==> src/rtl/regfile_access_seq_pkg.sv <==
// Shared definitions for the register-file access sequencer.
//   - MODE_* : per-port access mode encoding (none / low byte / high byte / word)
//   - state_t: sequencer FSM states
//   - cs_t   : strobe triple {h, l, 16} as seen by the register file
//   - mode_to_cs(): maps an access mode to its single strobe
package regfile_access_seq_pkg;

   localparam logic [1:0] MODE_NONE = 2'b00;
   localparam logic [1:0] MODE_LOW  = 2'b01;
   localparam logic [1:0] MODE_HIGH = 2'b10;
   localparam logic [1:0] MODE_WORD = 2'b11;

   typedef enum logic [2:0] {
      ST_IDLE,
      ST_READ,
      ST_CAPTURE,
      ST_OPS,
      ST_RESULT,
      ST_WRITE
   } state_t;

   typedef struct packed {
      logic h;
      logic l;
      logic w16;
   } cs_t;

   // Exactly one strobe per mode. The register file resolves multiple
   // strobes by priority, so emitting more than one would silently change
   // the access width; this mapping never does.
   function automatic cs_t mode_to_cs(input logic [1:0] mode);
      cs_t cs;
      cs = '0;
      case (mode)
         MODE_LOW:  cs.l   = 1'b1;
         MODE_HIGH: cs.h   = 1'b1;
         MODE_WORD: cs.w16 = 1'b1;
         default:   cs     = '0;
      endcase
      return cs;
   endfunction

endpackage

==> src/rtl/regfile_access_seq_strobe_dec.sv <==
// Combinational strobe decoder: (enable, mode) -> one-hot-or-zero strobe triple.
// Ports:
//   en    in  1  decode enable (sequencer is in the owning state)
//   mode  in  2  access mode (MODE_* encoding)
//   cs_h  out 1  high-byte strobe
//   cs_l  out 1  low-byte strobe
//   cs_16 out 1  word strobe
module regfile_strobe_dec
   import regfile_access_seq_pkg::*;
(
   input  logic       en,
   input  logic [1:0] mode,
   output logic       cs_h,
   output logic       cs_l,
   output logic       cs_16
);

   cs_t cs;

   // NOTE: every combinational output gets a default before any branch, so
   // no path leaves it unassigned and no latch is inferred.
   always_comb begin
      cs = '0;
      if (en) cs = mode_to_cs(mode);
   end

   assign cs_h  = cs.h;
   assign cs_l  = cs.l;
   assign cs_16 = cs.w16;

endmodule

==> src/rtl/regfile_access_seq.sv <==
// Register-file access sequencer (initiator side of a dual-read/single-write
// register file). Takes one request, reads up to two operands, hands them to
// the ALU, takes the result and writes it back through port 1.
// Ports:
//   clk, reset                    clock; asynchronous active-high reset
//   req_valid/req_ready           request handshake (ready only in IDLE)
//   src1, src2, mode1, mode2      source indices and read modes
//   dst, wmode                    destination index and write mode
//   op_valid/op_ready, op_a/op_b  operand handshake to the ALU
//   res_valid/res_ready, res_data result handshake from the ALU
//   done                          one-cycle completion strobe
//   num1, num2                    register file indices
//   bus_in                        register file write data
//   bus_out1, bus_out2            register file registered read data
//   cs_{h,l,16}_out{1,2}          read strobes; cs_{h,l,16}_in write strobes
module regfile_access_seq
   import regfile_access_seq_pkg::*;
#(
   parameter int ADDR_W = 2,
   parameter int DATA_W = 16
) (
   input  logic              clk,
   input  logic              reset,
   input  logic              req_valid,
   output logic              req_ready,
   input  logic [ADDR_W-1:0] src1,
   input  logic [ADDR_W-1:0] src2,
   input  logic [1:0]        mode1,
   input  logic [1:0]        mode2,
   input  logic [ADDR_W-1:0] dst,
   input  logic [1:0]        wmode,
   output logic              op_valid,
   input  logic              op_ready,
   output logic [DATA_W-1:0] op_a,
   output logic [DATA_W-1:0] op_b,
   input  logic              res_valid,
   output logic              res_ready,
   input  logic [DATA_W-1:0] res_data,
   output logic              done,
   output logic [ADDR_W-1:0] num1,
   output logic [ADDR_W-1:0] num2,
   output logic [DATA_W-1:0] bus_in,
   input  logic [DATA_W-1:0] bus_out1,
   input  logic [DATA_W-1:0] bus_out2,
   output logic              cs_h_out1,
   output logic              cs_l_out1,
   output logic              cs_16_out1,
   output logic              cs_h_out2,
   output logic              cs_l_out2,
   output logic              cs_16_out2,
   output logic              cs_h_in,
   output logic              cs_l_in,
   output logic              cs_16_in
);

   state_t            state, state_nx;

   logic [ADDR_W-1:0] src1_q, src2_q, dst_q;
   logic [1:0]        mode1_q, mode2_q, wmode_q;

   logic              rd_en, wr_en;
   logic              accept, res_fire;

   assign accept   = req_ready & req_valid;
   assign res_fire = res_ready & res_valid;

   // NOTE: clocked state uses non-blocking assignments so every register
   // samples pre-edge values, independent of block ordering.
   always_ff @(posedge clk or posedge reset) begin
      if (reset) state <= ST_IDLE;
      else       state <= state_nx;
   end

   // Next state and all handshake/index outputs. Strobes are decoded from
   // state, never registered, so an asynchronous reset removes them in the
   // same cycle and a write can never be left half-issued.
   always_comb begin
      state_nx  = state;
      req_ready = 1'b0;
      op_valid  = 1'b0;
      res_ready = 1'b0;
      done      = 1'b0;
      num1      = '0;
      num2      = '0;
      rd_en     = 1'b0;
      wr_en     = 1'b0;

      case (state)
         ST_IDLE: begin
            req_ready = 1'b1;
            if (req_valid) begin
               // Nothing to read: skip the register file round trip.
               if (mode1 == MODE_NONE && mode2 == MODE_NONE) state_nx = ST_OPS;
               else                                         state_nx = ST_READ;
            end
         end
         ST_READ: begin
            num1     = src1_q;
            num2     = src2_q;
            rd_en    = 1'b1;
            state_nx = ST_CAPTURE;
         end
         ST_CAPTURE: begin
            // Register file output is registered: indices stay put while
            // the data it launched on the READ edge is sampled.
            num1     = src1_q;
            num2     = src2_q;
            state_nx = ST_OPS;
         end
         ST_OPS: begin
            op_valid = 1'b1;
            if (op_ready) state_nx = ST_RESULT;
         end
         ST_RESULT: begin
            res_ready = 1'b1;
            if (res_valid) begin
               if (wmode_q == MODE_NONE) begin
                  done     = 1'b1;
                  state_nx = ST_IDLE;
               end else begin
                  state_nx = ST_WRITE;
               end
            end
         end
         ST_WRITE: begin
            num1     = dst_q;
            wr_en    = 1'b1;
            done     = 1'b1;
            state_nx = ST_IDLE;
         end
         default: state_nx = ST_IDLE;
      endcase
   end

   // Request fields, operands and write data. Operands are cleared on
   // accept so the no-read path presents zeros; a port whose mode is NONE
   // keeps zero because its bus is not driven by the register file.
   // NOTE: every datapath register has an explicit reset value; there is
   // no storage array here that would make resetting costly.
   always_ff @(posedge clk or posedge reset) begin
      if (reset) begin
         src1_q  <= '0;
         src2_q  <= '0;
         dst_q   <= '0;
         mode1_q <= MODE_NONE;
         mode2_q <= MODE_NONE;
         wmode_q <= MODE_NONE;
         op_a    <= '0;
         op_b    <= '0;
         bus_in  <= '0;
      end else begin
         if (accept) begin
            src1_q  <= src1;
            src2_q  <= src2;
            dst_q   <= dst;
            mode1_q <= mode1;
            mode2_q <= mode2;
            wmode_q <= wmode;
            op_a    <= '0;
            op_b    <= '0;
         end
         if (state == ST_CAPTURE) begin
            op_a <= (mode1_q != MODE_NONE) ? bus_out1 : '0;
            op_b <= (mode2_q != MODE_NONE) ? bus_out2 : '0;
         end
         if (res_fire) bus_in <= res_data;
      end
   end

   regfile_strobe_dec u_dec_rd1 (
      .en    (rd_en),
      .mode  (mode1_q),
      .cs_h  (cs_h_out1),
      .cs_l  (cs_l_out1),
      .cs_16 (cs_16_out1)
   );

   regfile_strobe_dec u_dec_rd2 (
      .en    (rd_en),
      .mode  (mode2_q),
      .cs_h  (cs_h_out2),
      .cs_l  (cs_l_out2),
      .cs_16 (cs_16_out2)
   );

   regfile_strobe_dec u_dec_wr (
      .en    (wr_en),
      .mode  (wmode_q),
      .cs_h  (cs_h_in),
      .cs_l  (cs_l_in),
      .cs_16 (cs_16_in)
   );

endmodule

==> config.mk <==
export PLATFORM = sky130hd
export DESIGN_NAME = regfile_access_seq
export DESIGN_NICKNAME = d
export VERILOG_FILES = /design/src/rtl/regfile_access_seq_pkg.sv /design/src/rtl/regfile_access_seq_strobe_dec.sv /design/src/rtl/regfile_access_seq.sv
export SDC_FILE = /design/constraint.sdc
export NUM_CORES = 1
export LEC_CHECK = 0
export CAP_MARGIN = 20
export CORE_UTILIZATION = 43
export CTS_CLUSTER_SIZE = 16
export DETAILED_ROUTE_END_ITERATION = 10
export PLACE_DENSITY = 0.84
export SLEW_MARGIN = 20
export SYNTH_ARGS = -nofsm -noshare
export SYNTH_HDL_FRONTEND = slang
export SYNTH_SLANG_ARGS = --single-unit
==> constraint.sdc <==
create_clock -name clk -period 4.6 [get_ports clk]
set_input_delay 0.92 -clock clk [delete_from_list [all_inputs] [get_ports clk]]
set_output_delay 0.92 -clock clk [all_outputs]
set_load 0.01 [all_outputs]
==> Flow_metrics.wiki, run 1 <==
{| class="wikitable"
! Metric !! Value
|-
| Syn_area_per_cell || 14.6 µm²
|-
| Total number of H-tree levels || 3
|-
| Share of the synthesized area in the top cell type || 59.5%
|-
| Internal portion of total power || 1.88 mW
|-
| Signal arrival time at the worst endpoint || 2.20 ns
|-
| Number of nets at the end of the flow || 379
|-
| Number of port buffers || 129
|-
| GRT overflow || 0
|-
| Num CTS Buffers || 9
|-
| Post-detailed-placement half-perimeter wirelength || 4.78 mm
|-
| TritonCTS clock tree || yes
|-
| Average routed wire per standard cell || 16.8 µm
|-
| Leakage power of the design || 1.86 nW
|-
| Proportion of layout cells with a drive suffix above 1 || 17.2%
|-
| Number of DRC violations after detailed routing || 0
|-
| Die ar. || 6480 µm²
|-
| First-pass GRT wire length || 10.4 mm
|-
| Top cells by area, synth || sky130_fd_sc_hd__dfrtp_1 (59%), sky130_fd_sc_hd__a22o_1 (11%), sky130_fd_sc_hd__mux2_4 (10%), sky130_fd_sc_hd__mux2_2 (3.8%), sky130_fd_sc_hd__buf_4 (1.4%)
|-
| Highest fanout seen on the critical path || 2
|-
| Most numerous cell in the Yosys netlist || sky130_fd_sc_hd__dfrtp_1
|-
| Fin crit share || 67.8%
|-
| Post-CTS Hold Fix Bufs || 0
|-
| Transition time of the tightest slew-check pin || 0.661 ns
|-
| RD Place Congestion || 0.747
|-
| Detailed Routing Iterations Pass 1 || 4
|-
| Post-cts repair resize count || 0
|-
| Nature of the critical path endpoint || output pin
|-
| I/O pins || 130
|-
| Vias in the first global route || 2,033
|-
| Combinational power share || 44.1%
|-
| Final Hold Violating Endpoints || 0
|-
| Share of total power consumed by net switching || 31.4%
|-
| Result of the run || finished, final reports clean
|-
| Sequential share of power || 35.4%
|-
| Fin Setup TNS || 0 ns
|-
| Vert. Die Dim || 80.5 µm
|-
| Sink Count || 63
|-
| Net switching power figure || 0.862 mW
|-
| Top post-synthesis cells by count || sky130_fd_sc_hd__dfrtp_1 (63), sky130_fd_sc_hd__a22o_1 (34), sky130_fd_sc_hd__mux2_4 (18), sky130_fd_sc_hd__mux2_2 (9), sky130_fd_sc_hd__nor2_1 (9)
|-
| Wire length after detailed routing || 6.63 mm
|-
| Core Util, Final || 71.5%
|-
| Total number of vias || 2,024
|-
| Post-synth EDFFs || 0
|-
| Cell type with the largest total area after synthesis || sky130_fd_sc_hd__dfrtp_1
|-
| Startpoint types || primary input
|-
| Residual antenna-violating net count after detailed routing || 0
|-
| Post-synthesis to final-layout area growth || 59.8%
|-
| Final critical-path required period || 3.12 ns
|-
| DRC marker count from the first detailed-route iteration || 56
|-
| Clock tree root buffer cell || sky130_fd_sc_hd__clkbuf_8
|-
| Number of antenna violations at the first check in global routing || 0
|-
| Number of distinct library cell variants in the gate-level netlist after synthesis || 34
|-
| Max-slew violations || 0
|-
| Unrepaired setup endpoints after global routing || false
|-
| Die W || 80.5 µm
|-
| Mapped cell area || 2650 µm²
|-
| Maximum VDD drop || 0.000365 V
|-
| Top achievable clock speed || 320 MHz
|-
| Post-Synthesis Cells || 181
|-
| Main flop type after synthesis || sky130_fd_sc_hd__dfrtp_1
|-
| Critical Setup Path Class || in -> out
|-
| Max-Slew Margin vs Limit || 55.9%
|-
| Required @ worst endpoint || 3.68 ns
|-
| Maximum number of pins on one net before global-route repair || 34
|-
| Total track usage || 21.7%
|-
| Share of total power in the clock network || 20.5%
|-
| Final setup vio count || 0
|-
| Worst min-delay path category || reg -> reg
|-
| Yosys synthesis warning count || 0
|-
| Total of max-cap violations || 0
|-
| Post-synthesis sequential element count || 63
|-
| Initial Utilization || 44.8%
|-
| Maximum count of clock buffers along a single path || 2
|-
| Count of inserted antenna diode cells || 0
|-
| Sequential fraction of the synthesis area || 59.5%
|-
| PD cells || 647 nW/µm²
|-
| Number of nets in the synthesized netlist || 246
|-
| Latest clock arrival within the worst-skew pair || 0.32 ns
|-
| Setup skew after layout || 0.00798 ns
|-
| Ys async rst share || 100%
|-
| Clock-pin slew of the registers on the worst-case setup and hold paths || 0.06 ns
|-
| Core Rows || 28
|-
| Post-CTS setup buffer count || 0
|-
| Std-Cell Core Area || 5920 µm²
|-
| Vias per std cell || 5.14
|-
| Overall power consumption || 2.74 mW
|}
## power groups by stage
| stage | sequential (mW) | combinational, mW | clock [mW] |
|---|---|---|---|
| floorplan | 0.983 | 0.630 | 0 |
| global placement | 0.959 | 1.19 | 0 |
| detailed placement | 0.977 | 1.20 | 0 |
| CTS | 0.970 | 1.21 | 0.576 |
| global route | 1.00 | 1.30 | 0.601 |
| finish | 0.969 | 1.21 | 0.563 |
## worst paths after layout
kind	slack [ns]	start	depth (start not counted)	endpoint
worst min register to register	0.49	src1_q[1]	1	src1_q[1]
worst max register to register	2.73	state[1]	3	op_a[12]
worst min-delay path	0.49	src1_q[1]	1	src1_q[1]
worst max-delay path	1.48	res_valid	4	done
max in group asynchronous	2.71	reset	3	bus_in[1]
min in group asynchronous	1.01	reset	2	op_a[14]
## routing by layer
layer  wire length [µm]  vias to the layer above  GRT usage (%)  part of all wire [%]
li1                   -                      939              -                     -
met1               2730                      991           27.6                    41
met2               3260                       84           34.5                    49
met3                528                       10           6.25                   8.0
met4                112                        0           8.75                   1.7
met5                  0                        -              0                     0
## stage by stage
step	cells	area, µm²	hold slack, ns	setup WS [ns]
global route	394	4230	0.520	1.28
global placement	377	3980	0.473	1.49
floorplan	181	2650	0.459	2.11
finish	394	4230	0.491	1.48
detailed placement	377	3980	0.478	1.47
CTS	393	4220	0.493	1.47
## cells by family (layout without fill, tap and decap cells)
logic type      count (synthesis)  after routing  share of synthesized area [%]
flops                          63             63                           59.5
xor+xnor                        1              1                          0.331
compound gates                 43             43                           13.8
buf+inv                        13            151                           3.78
simple gates                   33             33                           8.12
mux                            28             28                           14.4
## area by class of cell
class                      instances  area [µm²]
clock inverter                     2        60.1
fill                             424        1690
multi-input combinational        105         988
inverter                           2        7.51
tap                               75        93.8
clock buffer                      14         183
timing repair buffer             133        1330
sequential                        63        1580
## placed cells by master, fill, tap and decap left out, types with 2 or more instances in the layout
master,n
sky130_fd_sc_hd__clkdlybuf4s50_1,129
sky130_fd_sc_hd__dfrtp_1,63
sky130_fd_sc_hd__a22o_1,34
sky130_fd_sc_hd__mux2_4,18
sky130_fd_sc_hd__clkbuf_8,13
sky130_fd_sc_hd__nor2_1,9
sky130_fd_sc_hd__mux2_2,9
sky130_fd_sc_hd__nand2_1,4
sky130_fd_sc_hd__and3b_1,4
sky130_fd_sc_hd__and3_1,3
sky130_fd_sc_hd__buf_4,3
sky130_fd_sc_hd__nor3_2,2
sky130_fd_sc_hd__nand2b_1,2
sky130_fd_sc_hd__and2_1,2
sky130_fd_sc_hd__bufinv_16,2
## flip-flops by register name (all words and copies together) (netlist names)
register / count
src2_q: 2
src1_q: 2
bus_in: 16
op_b: 16
mode2_q: 2
op_a: 16
wmode_q: 2
mode1_q: 2
dst_q: 2
state: 3
## worst max-delay path: stages
cell and delay, ns:
sky130_fd_sc_hd__clkdlybuf4s50_1 0.48, sky130_fd_sc_hd__a21o_1 0.13, sky130_fd_sc_hd__nor2b_1 0.13, sky130_fd_sc_hd__clkdlybuf4s50_1 0.54
Note: power is estimated with default switching activity, not from simulation.
==> run 2: changes to the inputs <==
- CORE_UTILIZATION: 43 -> 36
- PLACE_DENSITY: 0.84 -> 0.75
- clock period: 4.6 -> 2.7 ns (I/O delays scaled with it)
==> Flow_metrics.wiki, run 2 (synthesized netlist as in run 1, its figures left out) <==
{| class="wikitable"
! Metric !! Value
|-
| Total number of vias || 2,010
|-
| Worst flop-to-flop path startpoint || state[1]
|-
| CP max stage delay || 0.64 ns
|-
| I/O pins || 130
|-
| Leakage power of the design || 1.88 nW
|-
| Total track usage || 16.7%
|-
| Startpoint types || flip-flop
|-
| Post-detailed-placement half-perimeter wirelength || 4.62 mm
|-
| Fill cells || 536
|-
| GRT overflow || 0
|-
| Top delay family on crit path || flip-flops
|-
| Maximum VDD drop || 0.000508 V
|-
| Clock-pin slew of the registers on the worst-case setup and hold paths || 0.07 ns
|-
| TritonCTS clock tree || yes
|-
| Post-synthesis to final-layout area growth || 61.5%
|-
| PD cells || 1080 nW/µm²
|-
| Highest fanout seen on the critical path || 12
|-
| Sink Count || 63
|-
| Final setup vio count || 0
|-
| Maximum number of pins on one net before global-route repair || 33
|-
| Vert. Die Dim || 87.8 µm
|-
| Vias in the first global route || 2,071
|-
| Area taken by multi-input logic gates || 988 µm²
|-
| Buffers & Inverters on Critical Path || 1
|-
| Average routed wire per standard cell || 15.1 µm
|-
| Vias per std cell || 4.82
|-
| Sequential cell area || 1580 µm²
|-
| Number of nets at the end of the flow || 382
|-
| Post-CTS setup buffer count || 0
|-
| Residual antenna-violating net count after detailed routing || 0
|-
| Most common library cell in the layout ignoring fill and taps || sky130_fd_sc_hd__clkdlybuf4s50_1
|-
| Reg2Reg Depth || 4
|-
| First-pass GRT wire length || 9.84 mm
|-
| Count of inserted antenna diode cells || 0
|-
| Die ar. || 7710 µm²
|-
| Num CTS Buffers || 9
|-
| Final critical-path required period || 2.56 ns
|-
| Nature of the critical path endpoint || output pin
|-
| Proportion of layout cells with a drive suffix above 1 || 18.1%
|-
| Number of port buffers || 129
|-
| Std-Cell Core Area || 6940 µm²
|-
| Fin Setup TNS || 0 ns
|-
| Max-slew violations || 0
|-
| Wire length after detailed routing || 6.30 mm
|-
| Worst setup path end || num1[1]
|-
| Top achievable clock speed || 391 MHz
|-
| Core Rows || 30
|-
| Number of DRC violations after detailed routing || 0
|-
| Transition time of the tightest slew-check pin || 0.653 ns
|-
| Die W || 87.8 µm
|-
| Top library cells by usage in the layout, fill and taps aside || sky130_fd_sc_hd__clkdlybuf4s50_1 (129), sky130_fd_sc_hd__dfrtp_1 (63), sky130_fd_sc_hd__a22o_1 (34)
|-
| Number of gates on the worst path with buffers counted || 4
|-
| Total of max-cap violations || 0
|-
| Total number of H-tree levels || 3
|-
| Cell chain of the critical path || xnor2_1 > nor2_1 > a22o_1 > clkdlybuf4s50_1
|-
| Initial Utilization || 38.2%
|-
| Setup skew after layout || 0.0105 ns
|-
| Max-Slew Margin vs Limit || 56.4%
|-
| Post-CTS Hold Fix Bufs || 0
|-
| R2R setup slack || 0.88 ns
|-
| Latest clock arrival within the worst-skew pair || 0.32 ns
|-
| Overall power consumption || 4.64 mW
|-
| Clock tree root buffer cell || sky130_fd_sc_hd__clkbuf_8
|-
| Required @ worst endpoint || 2.16 ns
|-
| Fin crit share || 94.7%
|-
| Biggest registers after layout || bus_in (16), op_a (16), op_b (16)
|-
| Post-cts repair resize count || 0
|-
| Cell type of the slowest stage on the worst timing path || sky130_fd_sc_hd__dfrtp_1
|-
| Result of the run || finished, final reports clean
|-
| Critical Path Source || state[1]
|-
| Detailed Routing Iterations Pass 1 || 4
|-
| Critical Setup Path Class || reg -> out
|-
| Signal arrival time at the worst endpoint || 2.02 ns
|-
| Worst reg2reg path endpoint || op_a[10]
|-
| RD Place Congestion || 0.747
|-
| Worst min-delay path category || reg -> reg
|-
| Final Hold Violating Endpoints || 0
|-
| Maximum count of clock buffers along a single path || 2
|-
| DRC marker count from the first detailed-route iteration || 53
|-
| Unrepaired setup endpoints after global routing || false
|-
| Number of antenna violations at the first check in global routing || 0
|}
[run 2: changes by cell type in the layout (fill, tap and decap cells not counted), sizes merged]
cell and change:
clkbuf -2, clkinv +1, buf +3
[run 2: final cells by class]
| type | count | share of cell area, % |
|---|---|---|
| clock buffer | 12 | 3.86 |
| clock inverter | 3 | 1.52 |
| inverter | 2 | 0.175 |
| multi-input combinational | 105 | 23.1 |
| sequential | 63 | 36.8 |
| tap | 96 | 2.81 |
| timing repair buffer | 136 | 31.7 |
[run 2: through the flow]
stage               util, %  setup WS (ns)  hold slack, ns  cell area, µm²  std cells
floorplan                 -          0.590           0.459            2650        181
global placement       58.3          0.341           0.471            4050        402
detailed placement     58.3          0.332           0.490            4050        402
CTS                    61.6          0.127           0.511            4280        417
global route           61.6         0.0241           0.520            4280        417
finish                 61.6          0.143           0.505            4280        417
[run 2: how the worst min path moves through the flow]
stage / from / to / slack (ns) / cells after the start
2_1_floorplan: src1_q[1] / src1_q[1] / 0.46 / 1
6_report: op_b[8] / op_b[8] / 0.50 / 1
4_1_cts: op_a[0] / op_a[0] / 0.51 / 1
3_3_place_gp: src1_q[1] / src1_q[1] / 0.47 / 1
5_1_grt: op_b[1] / op_b[1] / 0.52 / 1
3_5_place_dp: op_a[0] / op_a[0] / 0.49 / 1
[run 2: metal layers]
| layer | up-vias | track usage (%) | part of all wire, % |
|---|---|---|---|
| li1 | 941 | - | - |
| met1 | 987 | 20.0 | 44 |
| met2 | 73 | 28.6 | 48 |
| met3 | 9 | 4.05 | 6.8 |
| met4 | 0 | 7.30 | 1.5 |
| met5 | - | 0 | 0 |
[run 2: worst register-to-register path: cells and delay by family, from the launching register on]
kind	cells	cell delay, ns
AND/OR/NAND/NOR	2	0.68
flip-flops	1	0.64
AO/OA/AOI/OAI	1	0.24
buffers and inverters	1	0.18
[run 2: power by group]
part | switching, mW | leakage, nW | internal (mW)
Sequential | 0.290 | 0.804 | 1.33
Clock | 0.338 | 0.118 | 0.589
Combinational | 0.825 | 0.954 | 1.27
Total | 1.45 | 1.88 | 3.19
==> run 3: changes to the inputs <==
- CTS_CLUSTER_SIZE: 16 -> 30
==> results of run 3 <==
No change in the layout: final DEF, timing and power equal those of run 2.
